$ cat src/rtl/sobel_window_ctrl_pkg.sv
// Shared constants and state encoding for the Sobel 3x3 window controller.
package sobel_window_ctrl_pkg;

    localparam int SW_DATA_W   = 8;
    localparam int SW_LINE_MAX = 1024;
    localparam int SW_COL_W    = 10;
    localparam int SW_ROW_W    = 11;

    typedef enum logic [1:0] {
        WAIT_FRAME = 2'd0,
        IN_FRAME   = 2'd1,
        LINE       = 2'd2,
        LINE_END   = 2'd3
    } sw_state_t;

    // Row counter stops at all-ones instead of wrapping.
    function automatic logic [SW_ROW_W-1:0] row_sat_inc(input logic [SW_ROW_W-1:0] r);
        return (r == {SW_ROW_W{1'b1}}) ? r : r + 1'b1;
    endfunction

endpackage

$ cat src/rtl/sobel_window_row.sv
// One row of the 3x3 window: 3-deep shift register, tap3 is the newest pixel.
module sobel_window_row
    import sobel_window_ctrl_pkg::*;
#(
    parameter int DATA_W = SW_DATA_W
) (
    input  logic              clk,
    input  logic              rst_n,
    input  logic              clr,
    input  logic              shift_en,
    input  logic [DATA_W-1:0] din,
    output logic [DATA_W-1:0] tap1,
    output logic [DATA_W-1:0] tap2,
    output logic [DATA_W-1:0] tap3
);

    // Clear has priority; otherwise shift left on strobe, hold when idle.
    always_ff @(posedge clk or negedge rst_n) begin
        if (!rst_n) begin
            tap1 <= '0;
            tap2 <= '0;
            tap3 <= '0;
        end else if (clr) begin
            tap1 <= '0;
            tap2 <= '0;
            tap3 <= '0;
        end else if (shift_en) begin
            tap1 <= tap2;
            tap2 <= tap3;
            tap3 <= din;
        end
    end

endmodule

$ cat src/rtl/sobel_window_ctrl.sv
// Sobel 3x3 window controller: drives an external 2-line shift RAM, builds the
// window from its taps and tracks frame/line position and line-length errors.
//
// state      | meaning
// -----------+----------------------------------------------------------
// WAIT_FRAME | after reset, ignore everything until the first vsync rise
// IN_FRAME   | inside a frame, waiting for a line (href rise)
// LINE       | href high, pixels are being counted
// LINE_END   | one clock after href fall, row counter advances
module sobel_window_ctrl
    import sobel_window_ctrl_pkg::*;
#(
    parameter int DATA_W   = SW_DATA_W,
    parameter int LINE_MAX = SW_LINE_MAX
) (
    input  logic              clk,
    input  logic              rst_n,
    input  logic              per_frame_vsync,
    input  logic              per_frame_href,
    input  logic              per_frame_clken,
    input  logic [DATA_W-1:0] per_img_y,
    output logic              ls_clken,
    output logic              ls_href,
    output logic [DATA_W-1:0] ls_shiftin,
    input  logic [DATA_W-1:0] ls_taps0x,
    input  logic [DATA_W-1:0] ls_taps1x,
    output logic              matrix_frame_vsync,
    output logic              matrix_frame_href,
    output logic              matrix_frame_clken,
    output logic [DATA_W-1:0] matrix_p11,
    output logic [DATA_W-1:0] matrix_p12,
    output logic [DATA_W-1:0] matrix_p13,
    output logic [DATA_W-1:0] matrix_p21,
    output logic [DATA_W-1:0] matrix_p22,
    output logic [DATA_W-1:0] matrix_p23,
    output logic [DATA_W-1:0] matrix_p31,
    output logic [DATA_W-1:0] matrix_p32,
    output logic [DATA_W-1:0] matrix_p33,
    output logic              win_valid,
    output logic              line_err
);

    localparam logic [SW_COL_W-1:0] COL_LAST = SW_COL_W'(LINE_MAX - 1);
    localparam logic [SW_COL_W-1:0] COL_TWO  = SW_COL_W'(2);
    localparam logic [SW_ROW_W-1:0] ROW_TWO  = SW_ROW_W'(2);

    sw_state_t           state, state_nxt;
    logic                vsync_q, href_q;
    logic                vsync_rise, href_rise, href_fall;
    logic                frame_ok, line_ok;
    logic [SW_COL_W-1:0] col_cnt, ref_len, pix_col;
    logic [SW_ROW_W-1:0] row_cnt, pix_row;
    logic                pos_ok;
    logic                vsync_d1, vsync_d2, href_d1, href_d2, clken_d1, clken_d2;
    logic                ok_d1;
    logic [DATA_W-1:0]   row3_d;
    logic                win_clr;

    assign ls_clken   = per_frame_clken & per_frame_href;
    assign ls_href    = per_frame_href;
    assign ls_shiftin = per_img_y;

    assign vsync_rise = per_frame_vsync & ~vsync_q;
    assign href_rise  = per_frame_href & ~href_q;
    assign href_fall  = ~per_frame_href & href_q;

    // Nothing is reported until a vsync has been seen since reset; a vsync
    // arriving mid-line drops the rest of that partial line.
    assign frame_ok = (state != WAIT_FRAME) | vsync_rise;
    assign line_ok  = ((state == LINE) & ~vsync_rise) | (href_rise & frame_ok);
    assign win_clr  = href_rise & frame_ok;

    // Position of the pixel arriving this clock; edges restart the counts.
    assign pix_row = vsync_rise ? '0 : row_cnt;
    assign pix_col = (href_rise | vsync_rise) ? '0 : col_cnt;
    assign pos_ok  = (pix_row >= ROW_TWO) && (pix_col >= COL_TWO);

    // Previous-cycle sync levels for edge detection.
    always_ff @(posedge clk or negedge rst_n) begin
        if (!rst_n) begin
            vsync_q <= 1'b0;
            href_q  <= 1'b0;
        end else begin
            vsync_q <= per_frame_vsync;
            href_q  <= per_frame_href;
        end
    end

    // FSM state register.
    always_ff @(posedge clk or negedge rst_n) begin
        if (!rst_n) state <= WAIT_FRAME;
        else        state <= state_nxt;
    end

    // FSM next state; a vsync rise restarts the frame from any state.
    always_comb begin
        state_nxt = state;
        if (vsync_rise) begin
            state_nxt = href_rise ? LINE : IN_FRAME;
        end else begin
            case (state)
                WAIT_FRAME: state_nxt = WAIT_FRAME;
                IN_FRAME:   if (href_rise) state_nxt = LINE;
                LINE:       if (href_fall) state_nxt = LINE_END;
                LINE_END:   state_nxt = href_rise ? LINE : IN_FRAME;
                default:    state_nxt = WAIT_FRAME;
            endcase
        end
    end

    // Column/row counters, reference line length and sticky line error.
    always_ff @(posedge clk or negedge rst_n) begin
        if (!rst_n) begin
            col_cnt  <= '0;
            row_cnt  <= '0;
            ref_len  <= '0;
            line_err <= 1'b0;
        end else if (vsync_rise) begin
            col_cnt  <= {{(SW_COL_W-1){1'b0}}, href_rise & ls_clken};
            row_cnt  <= '0;
            ref_len  <= '0;
            line_err <= 1'b0;
        end else if (state != WAIT_FRAME) begin
            if (href_rise) begin
                col_cnt <= {{(SW_COL_W-1){1'b0}}, ls_clken};
            end else if (ls_clken && state == LINE) begin
                if (col_cnt == COL_LAST) line_err <= 1'b1;
                else                     col_cnt  <= col_cnt + 1'b1;
            end
            if (state == LINE && href_fall) begin
                if (row_cnt == '0)             ref_len  <= col_cnt;
                else if (col_cnt != ref_len)   line_err <= 1'b1;
            end
            if (state == LINE_END) row_cnt <= row_sat_inc(row_cnt);
        end
    end

    // Two-stage sync delay, row-3 pixel alignment and window-valid tracking.
    always_ff @(posedge clk or negedge rst_n) begin
        if (!rst_n) begin
            vsync_d1  <= 1'b0;
            vsync_d2  <= 1'b0;
            href_d1   <= 1'b0;
            href_d2   <= 1'b0;
            clken_d1  <= 1'b0;
            clken_d2  <= 1'b0;
            ok_d1     <= 1'b0;
            row3_d    <= '0;
            win_valid <= 1'b0;
        end else begin
            vsync_d1  <= per_frame_vsync;
            vsync_d2  <= vsync_d1;
            href_d1   <= per_frame_href & line_ok;
            href_d2   <= href_d1;
            clken_d1  <= ls_clken & line_ok;
            clken_d2  <= clken_d1;
            ok_d1     <= pos_ok;
            row3_d    <= per_img_y;
            win_valid <= clken_d1 & ok_d1;
        end
    end

    assign matrix_frame_vsync = vsync_d2;
    assign matrix_frame_href  = href_d2;
    assign matrix_frame_clken = clken_d2;

    sobel_window_row #(.DATA_W(DATA_W)) u_row1 (
        .clk(clk), .rst_n(rst_n), .clr(win_clr), .shift_en(clken_d1),
        .din(ls_taps1x), .tap1(matrix_p11), .tap2(matrix_p12), .tap3(matrix_p13)
    );

    sobel_window_row #(.DATA_W(DATA_W)) u_row2 (
        .clk(clk), .rst_n(rst_n), .clr(win_clr), .shift_en(clken_d1),
        .din(ls_taps0x), .tap1(matrix_p21), .tap2(matrix_p22), .tap3(matrix_p23)
    );

    sobel_window_row #(.DATA_W(DATA_W)) u_row3 (
        .clk(clk), .rst_n(rst_n), .clr(win_clr), .shift_en(clken_d1),
        .din(row3_d), .tap1(matrix_p31), .tap2(matrix_p32), .tap3(matrix_p33)
    );

endmodule

$ cat config.mk
export PLATFORM = sky130hd
export DESIGN_NAME = sobel_window_ctrl
export DESIGN_NICKNAME = d
export VERILOG_FILES = /design/src/rtl/sobel_window_ctrl_pkg.sv /design/src/rtl/sobel_window_row.sv /design/src/rtl/sobel_window_ctrl.sv
export SDC_FILE = /design/constraint.sdc
export NUM_CORES = 1
export LEC_CHECK = 0
export CORE_MARGIN = 2
export CORE_UTILIZATION = 54
export CTS_CLUSTER_SIZE = 14
export DETAILED_ROUTE_END_ITERATION = 8
export GPL_ROUTABILITY_DRIVEN = 0
export PLACE_DENSITY = 0.85
export SLEW_MARGIN = 20
export SYNTH_ARGS = -nofsm -noshare
export SYNTH_HDL_FRONTEND = slang
export SYNTH_SLANG_ARGS = --single-unit
$ cat constraint.sdc
create_clock -name clk -period 2.7 [get_ports clk]
set_clock_uncertainty 0.05 [all_clocks]
set_input_delay 0.54 -clock clk [delete_from_list [all_inputs] [get_ports clk]]
set_output_delay 0.54 -clock clk [all_outputs]
set_load 0.005 [all_outputs]
==> results.cfg, run 1 <==
[sta]
worst_pin_slew_ps = 850
fin_crit_sh = 0.898
fmax_mhz = 413
finalHoldViolations = 0
fin_crit_ps = 2420
final.setup.tns_ps = 0
hold_ws_ps = 7.80
report.final.slew_viol_count = 0
worst_slack_ps = 276
rsz0062_at_grt = no
relSlewSlack = 0.433
setup_viol_count_final = 0

[cts]
post_cts_buffers = 0
cts_tree = done
clk_pin_slew_ps = 60
cts_sinks = 123
cts-hold-fix-buffers = 0
cts_buffers = 17
clock_path_buffers = 2
cts_max_level = 4
post_cts_resized = 0
cts-root-buf = clkbuf_8
worstSkewPairLatency_ps = 520

[floorplanning]
fp.dieArea_um2 = 10600
start_util = 0.547
fp.dieH_um = 103
io_pins = 116
design.core.area_um2 = 9640
rows = 36
die_x_um = 103

[finish]
num_antenna_cells = 0
top_regs = row_cnt: 11 flops, col_cnt: 10 flops, ref_len: 10 flops
largest_reg_flops = 11
drive_gt1_frac = 0.0846
fin_nets = 599
fillers = 635
top_register = row_cnt
syn2layout_area_growth_pct = 35.3
layout_commonest_cell = dfrtp_1
layout_common_cells = dfrtp_1 (122), clkdlybuf4s50_1 (114), nor2_1 (81), mux2i_1 (72)
instances_no_fill = 712

[logic_synthesis]
synth-compound-area-share = 0.0717
yosys_warnings = 0
synthCells = 459
syn_area_um2 = 5270
synth.area.mux_share = 0.141
synthXorXnorAreaFrac = 0.0183
yosys.area_share.simple = 0.140
ys_ff_latch = 123
syn-num-nets = 491
ys_seq_area_frac = 0.584
syn-mean-instance-area_um2 = 11.5
synth_fa_ha_area_frac = 0.00712
synth.distinct_cells = 44
synth_top_family_by_area = multiplexers

[route]
detail_route.vias_per_cell = 5.58
drc = 0
dr_wl_met2_mm = 6.28
wirelength_mm = 12.3
routed.top_layer = met4
wl_met1_mm = 5.04
dr.first_iter.drc_count = 320
wire_per_inst_um = 17.3
wl_met3_um = 670
vias = 3973
ant_nets = 0
firstDrtPassIters = 6

[hold_path]
hp-class = in -> async

[outcome]
outcome = complete, no violations

[placed_design]
hpwl_mm = 8.05
placed_cells = 681
dp_slack_ps = 228
portBuffers = 115

[worst_setup_path]
worstPathCellList = clkdlybuf4s50_1 > nand2_1 > inv_1 > clkdlybuf4s50_1
arrival_ps = 1830
crit_top_cell = clkdlybuf4s50_1
end_kind = output pin
critPathSlowestCell = clkdlybuf4s50_1
required_ps = 2110
cp_max_fo = 9
critical_path_class = in -> out
worst_path_largest_cell_delay_ps = 610
r2r_cells = 5
worstSetupStartpointType = input port

[global_route]
grt_pass1_wl_mm = 19.3
grt_max_degree = 54
first_global_vias = 3859
grt_antenna_before_repair = 0
track_usage = 0.241
grt_overflow = 0

[pwr]
leakagePower_uw = 0.00310
finalPower_uw = 5190
irDropWorstVdd_mv = 0.454
p_per_area_nw_per_um2 = 728

[flow_run]
cap_viol_max_count = 0
[worst paths after layout]
kind                                               end                   start  slack [ps]
max in group asynchronous   u_row2.tap1[3]$_DFFE_PN0P_                   rst_n        1900
min in group clk           matrix_frame_href$_DFF_PN0_       href_d1$_DFF_PN0_         300
min reg2reg                matrix_frame_href$_DFF_PN0_       href_d1$_DFF_PN0_         300
min                                row3_d[7]$_DFF_PN0_                   rst_n           8
max                                           ls_clken          per_frame_href         280
max reg2reg                     col_cnt[0]$_DFFE_PN0P_  col_cnt[0]$_DFFE_PN0P_         500
[logic make-up after synthesis]
kind of cell	after synthesis
fa+ha+maj	3
buf+inv	40
simple gates	153
mux	74
xor+xnor	11
flops	123
compound gates	55
[cell type report]
class,instances,area (um^2),area share
clock buffer,17,414,0.0581
sequential,123,3080,0.432
tap,133,166,0.0233
multi-input combinational,296,2000,0.280
timing repair buffer,124,1250,0.176
inverter,5,18.8,0.00263
clock inverter,14,196,0.0276
[critical path: cells and delay by family]
kind | cells | cell delay (ps)
buffers and inverters | 3 | 1170
AND/OR/NAND/NOR | 1 | 120
[layer usage]
layer,GRT usage,vias up
met4,0.0992,0
met5,0,-
met2,0.403,168
met3,0.0549,29
li1,-,1829
met1,0.306,1947
[where the power goes]
group	leakage, uW	switching [uW]	internal (uW)	total (uW)
clock network	0.000302	826	1500	2330
logic	0.00115	307	409	716
registers	0.00165	150	2000	2150
total	0.00310	1280	3910	5190
[cells in the mapped netlist, drive strengths merged]
library cell,count,share of area
xnor2,9,0.015
nor4,6,0.0071
a41oi,1,0.0017
clkbuf,12,0.0093
nor2b,3,0.0036
a21oi,15,0.014
and4b,2,0.0038
and2,6,0.0071
a211oi,1,0.0014
nor2,81,0.058
inv,5,0.0036
o21a,1,0.0014
a31oi,2,0.0024
ha,3,0.0071
nand2,16,0.011
xor2,2,0.0033
and3,3,0.0036
nand3,6,0.0066
nor3,4,0.0038
mux2,2,0.0043
mux2i,72,0.14
or4,5,0.0071
dfrtp,123,0.58
or2,1,0.0012
o31ai,7,0.012
o311ai,1,0.0017
nand2b,2,0.0024
a22o,10,0.017
o21ai,11,0.010
o32ai,2,0.0033
nor3b,1,0.0014
o41ai,3,0.0050
or3,7,0.0083
o31a,1,0.0017
nand4,9,0.014
nand4b,1,0.0017
buf,23,0.024
[through the flow]
| step | utilization | instance area, um^2 |
|---|---|---|
| 6_report | 0.739 | 7130 |
| 3_3_place_gp | 0.676 | 6520 |
| 2_1_floorplan | - | 5270 |
| 3_5_place_dp | 0.676 | 6520 |
| 5_1_grt | 0.739 | 7130 |
| 4_1_cts | 0.739 | 7130 |
Power figures use the tool's default switching activity.
==> run 2: changes to the inputs <==
--- a/config.mk
+++ b/config.mk
@@ -11,6 +11,7 @@
 export DETAILED_ROUTE_END_ITERATION = 8
 export GPL_ROUTABILITY_DRIVEN = 0
 export PLACE_DENSITY = 0.85
+export SKIP_LAST_GASP = 1
 export SLEW_MARGIN = 20
 export SYNTH_ARGS = -nofsm -noshare
 export SYNTH_HDL_FRONTEND = slang
==> results of run 2 <==
Same layout as run 1: the final DEF is identical, and so are final timing and power.
==> run 3: changes to the inputs <==
--- a/config.mk
+++ b/config.mk
@@ -5,9 +5,10 @@
 export SDC_FILE = /design/constraint.sdc
 export NUM_CORES = 1
 export LEC_CHECK = 0
-export CORE_MARGIN = 2
+export CAP_MARGIN = 10
+export CORE_MARGIN = 5
 export CORE_UTILIZATION = 54
-export CTS_CLUSTER_SIZE = 14
+export CTS_CLUSTER_SIZE = 30
 export DETAILED_ROUTE_END_ITERATION = 8
 export GPL_ROUTABILITY_DRIVEN = 0
 export PLACE_DENSITY = 0.85
==> run 3 against run 2 <==
  * Register-to-register slack got worse by 50 ps
  * Sequential power is essentially flat
  * Utilization up 0.091 points
  * Sequential share of layout area down 0.053 points
  * Critical path depth is the same
  * Fmax increased by 0.82%
  * Setup slack better by 20 ps
  * Largest cell class unchanged
  * Flip-flop and latch count unchanged
  * Largest power group unchanged
  * Combinational power up 3.6%
==> results.cfg, run 3 (synthesized netlist as in run 1, its figures left out) <==
[outcome]
outcome = complete, no violations

[worst_setup_path]
reg2reg_to = col_cnt[0]$_DFFE_PN0P_
crit_top_cell = clkdlybuf4s50_1
critical_path_class = in -> out
cp_max_fo = 9
reg2reg_from = col_cnt[0]$_DFFE_PN0P_
arrival_ps = 1810
worstPathCellList = clkdlybuf4s50_1 > nand2_1 > inv_1 > clkdlybuf4s50_1
regToRegSetupSlack_ps = 450
end_kind = output pin
crit_end = ls_clken
crit_path_start = per_frame_href
r2r_cells = 5
required_ps = 2110
worst_path_largest_cell_delay_ps = 600
critPathSlowestCell = clkdlybuf4s50_1
worstSetupStartpointType = input port

[finish]
largest_reg_flops = 11
syn2layout_area_growth_pct = 35.4
layout_common_cells = dfrtp_1 (122), clkdlybuf4s50_1 (114), nor2_1 (81), mux2i_1 (72)
num_antenna_cells = 0
layout_commonest_cell = dfrtp_1
drive_gt1_frac = 0.0876
top_register = row_cnt
top_regs = row_cnt: 11 flops, col_cnt: 10 flops, ref_len: 10 flops
fin_nets = 601

[floorplanning]
start_util = 0.547
rows = 36
die_x_um = 109
fp.dieArea_um2 = 11800
design.core.area_um2 = 9640
io_pins = 116
fp.dieH_um = 109

[route]
vias = 4069
detail_route.vias_per_cell = 5.69
ant_nets = 0
drc = 0
wirelength_mm = 13.3
wire_per_inst_um = 18.6
dr.first_iter.drc_count = 358
firstDrtPassIters = 8

[global_route]
track_usage = 0.234
grt_overflow = 0
grt_antenna_before_repair = 0
grt_pass1_wl_mm = 21.0
grt_max_degree = 49
first_global_vias = 4036

[sta]
relSlewSlack = 0.472
rsz0062_at_grt = no
hold_ws_ps = 305
finalHoldViolations = 0
fin_crit_ps = 2400
setup_viol_count_final = 0
worst_pin_slew_ps = 787
final.setup.tns_ps = 0
report.final.slew_viol_count = 0
fmax_mhz = 416
fin_crit_sh = 0.891

[pwr]
irDropWorstVdd_mv = 0.572
intPower_uw = 3770
power_frac_comb = 0.145
leakagePower_uw = 0.00310
switching_share = 0.264
p_per_area_nw_per_um2 = 718
power_frac_seq = 0.419
p_sw_uw = 1350
p_clk_frac = 0.436

[cts]
clk_pin_slew_ps = 60
cts_max_level = 4
worstSkewPairLatency_ps = 520
clock_path_buffers = 2
cts_sinks = 123
cts_tree = done
cts_buffers = 17
cts-hold-fix-buffers = 1
post_cts_buffers = 0
cts-root-buf = clkbuf_8
post_cts_resized = 0

[flow_run]
cap_viol_max_count = 0

[hold_path]
hp-class = reg -> reg

[placed_design]
hpwl_mm = 8.87
portBuffers = 115
-- run 3: cell types whose count changed in the layout (fill, tap and decap cells not counted), sizes merged --
cell / delta
bufinv: -2
clkinv: -2
clkinvlp: +2
inv: +2
buf: +1
clkbuf: +1
dlygate4sd3: +1
-- run 3: power groups by stage --
stage / Combinational, uW / Sequential (uW) / Clock, uW
after global routing: 806 / 2170 / 2340
after floorplan: 293 / 2150 / 0
final: 742 / 2150 / 2230
after CTS: 753 / 2150 / 2260
after global placement: 711 / 2160 / 0
after detailed placement: 737 / 2170 / 0
-- run 3: routing by layer --
metal	up-vias	GRT usage	routed length, um
met2	197	0.400	6760
met1	1991	0.284	5250
li1	1837	-	-
met4	0	0.110	440
met3	44	0.0509	823
met5	-	0	0
-- run 3: how the worst min path moves through the flow --
stage | endpoint | slack [ps] | cells after the start | startpoint
2_1_floorplan | clken_d1$_DFF_PN0_ | 190 | 0 | rst_n
3_3_place_gp | matrix_frame_href$_DFF_PN0_ | 290 | 0 | href_d1$_DFF_PN0_
3_5_place_dp | matrix_frame_href$_DFF_PN0_ | 290 | 0 | href_d1$_DFF_PN0_
4_1_cts | matrix_frame_href$_DFF_PN0_ | 310 | 0 | href_d1$_DFF_PN0_
5_1_grt | matrix_frame_href$_DFF_PN0_ | 330 | 0 | href_d1$_DFF_PN0_
6_report | matrix_frame_href$_DFF_PN0_ | 310 | 0 | href_d1$_DFF_PN0_
-- run 3: layout make-up --
cell class,count,area [um^2]
tap,133,166
fill,622,2500
clock inverter,14,161
sequential,123,3080
clock buffer,18,428
timing repair buffer,126,1280
multi-input combinational,296,2000
inverter,5,18.8
-- run 3: worst max-delay path: cells and delay by family --
kind                   cells  cell delay (ps)
buffers and inverters      3             1160
AND/OR/NAND/NOR            1              120
-- run 3: through the flow --
| stage | power, uW | area, um^2 | worst slack (ps) | util | cells |
|---|---|---|---|---|---|
| after CTS | 5160 | 7140 | 305 | 0.740 | 715 |
| after global routing | 5320 | 7140 | 229 | 0.740 | 715 |
| after detailed placement | 2910 | 6540 | 294 | 0.678 | 682 |
| after global placement | 2870 | 6540 | 341 | 0.678 | 682 |
| after floorplan | 2440 | 5270 | 945 | - | 459 |
| final | 5130 | 7140 | 295 | 0.740 | 715 |
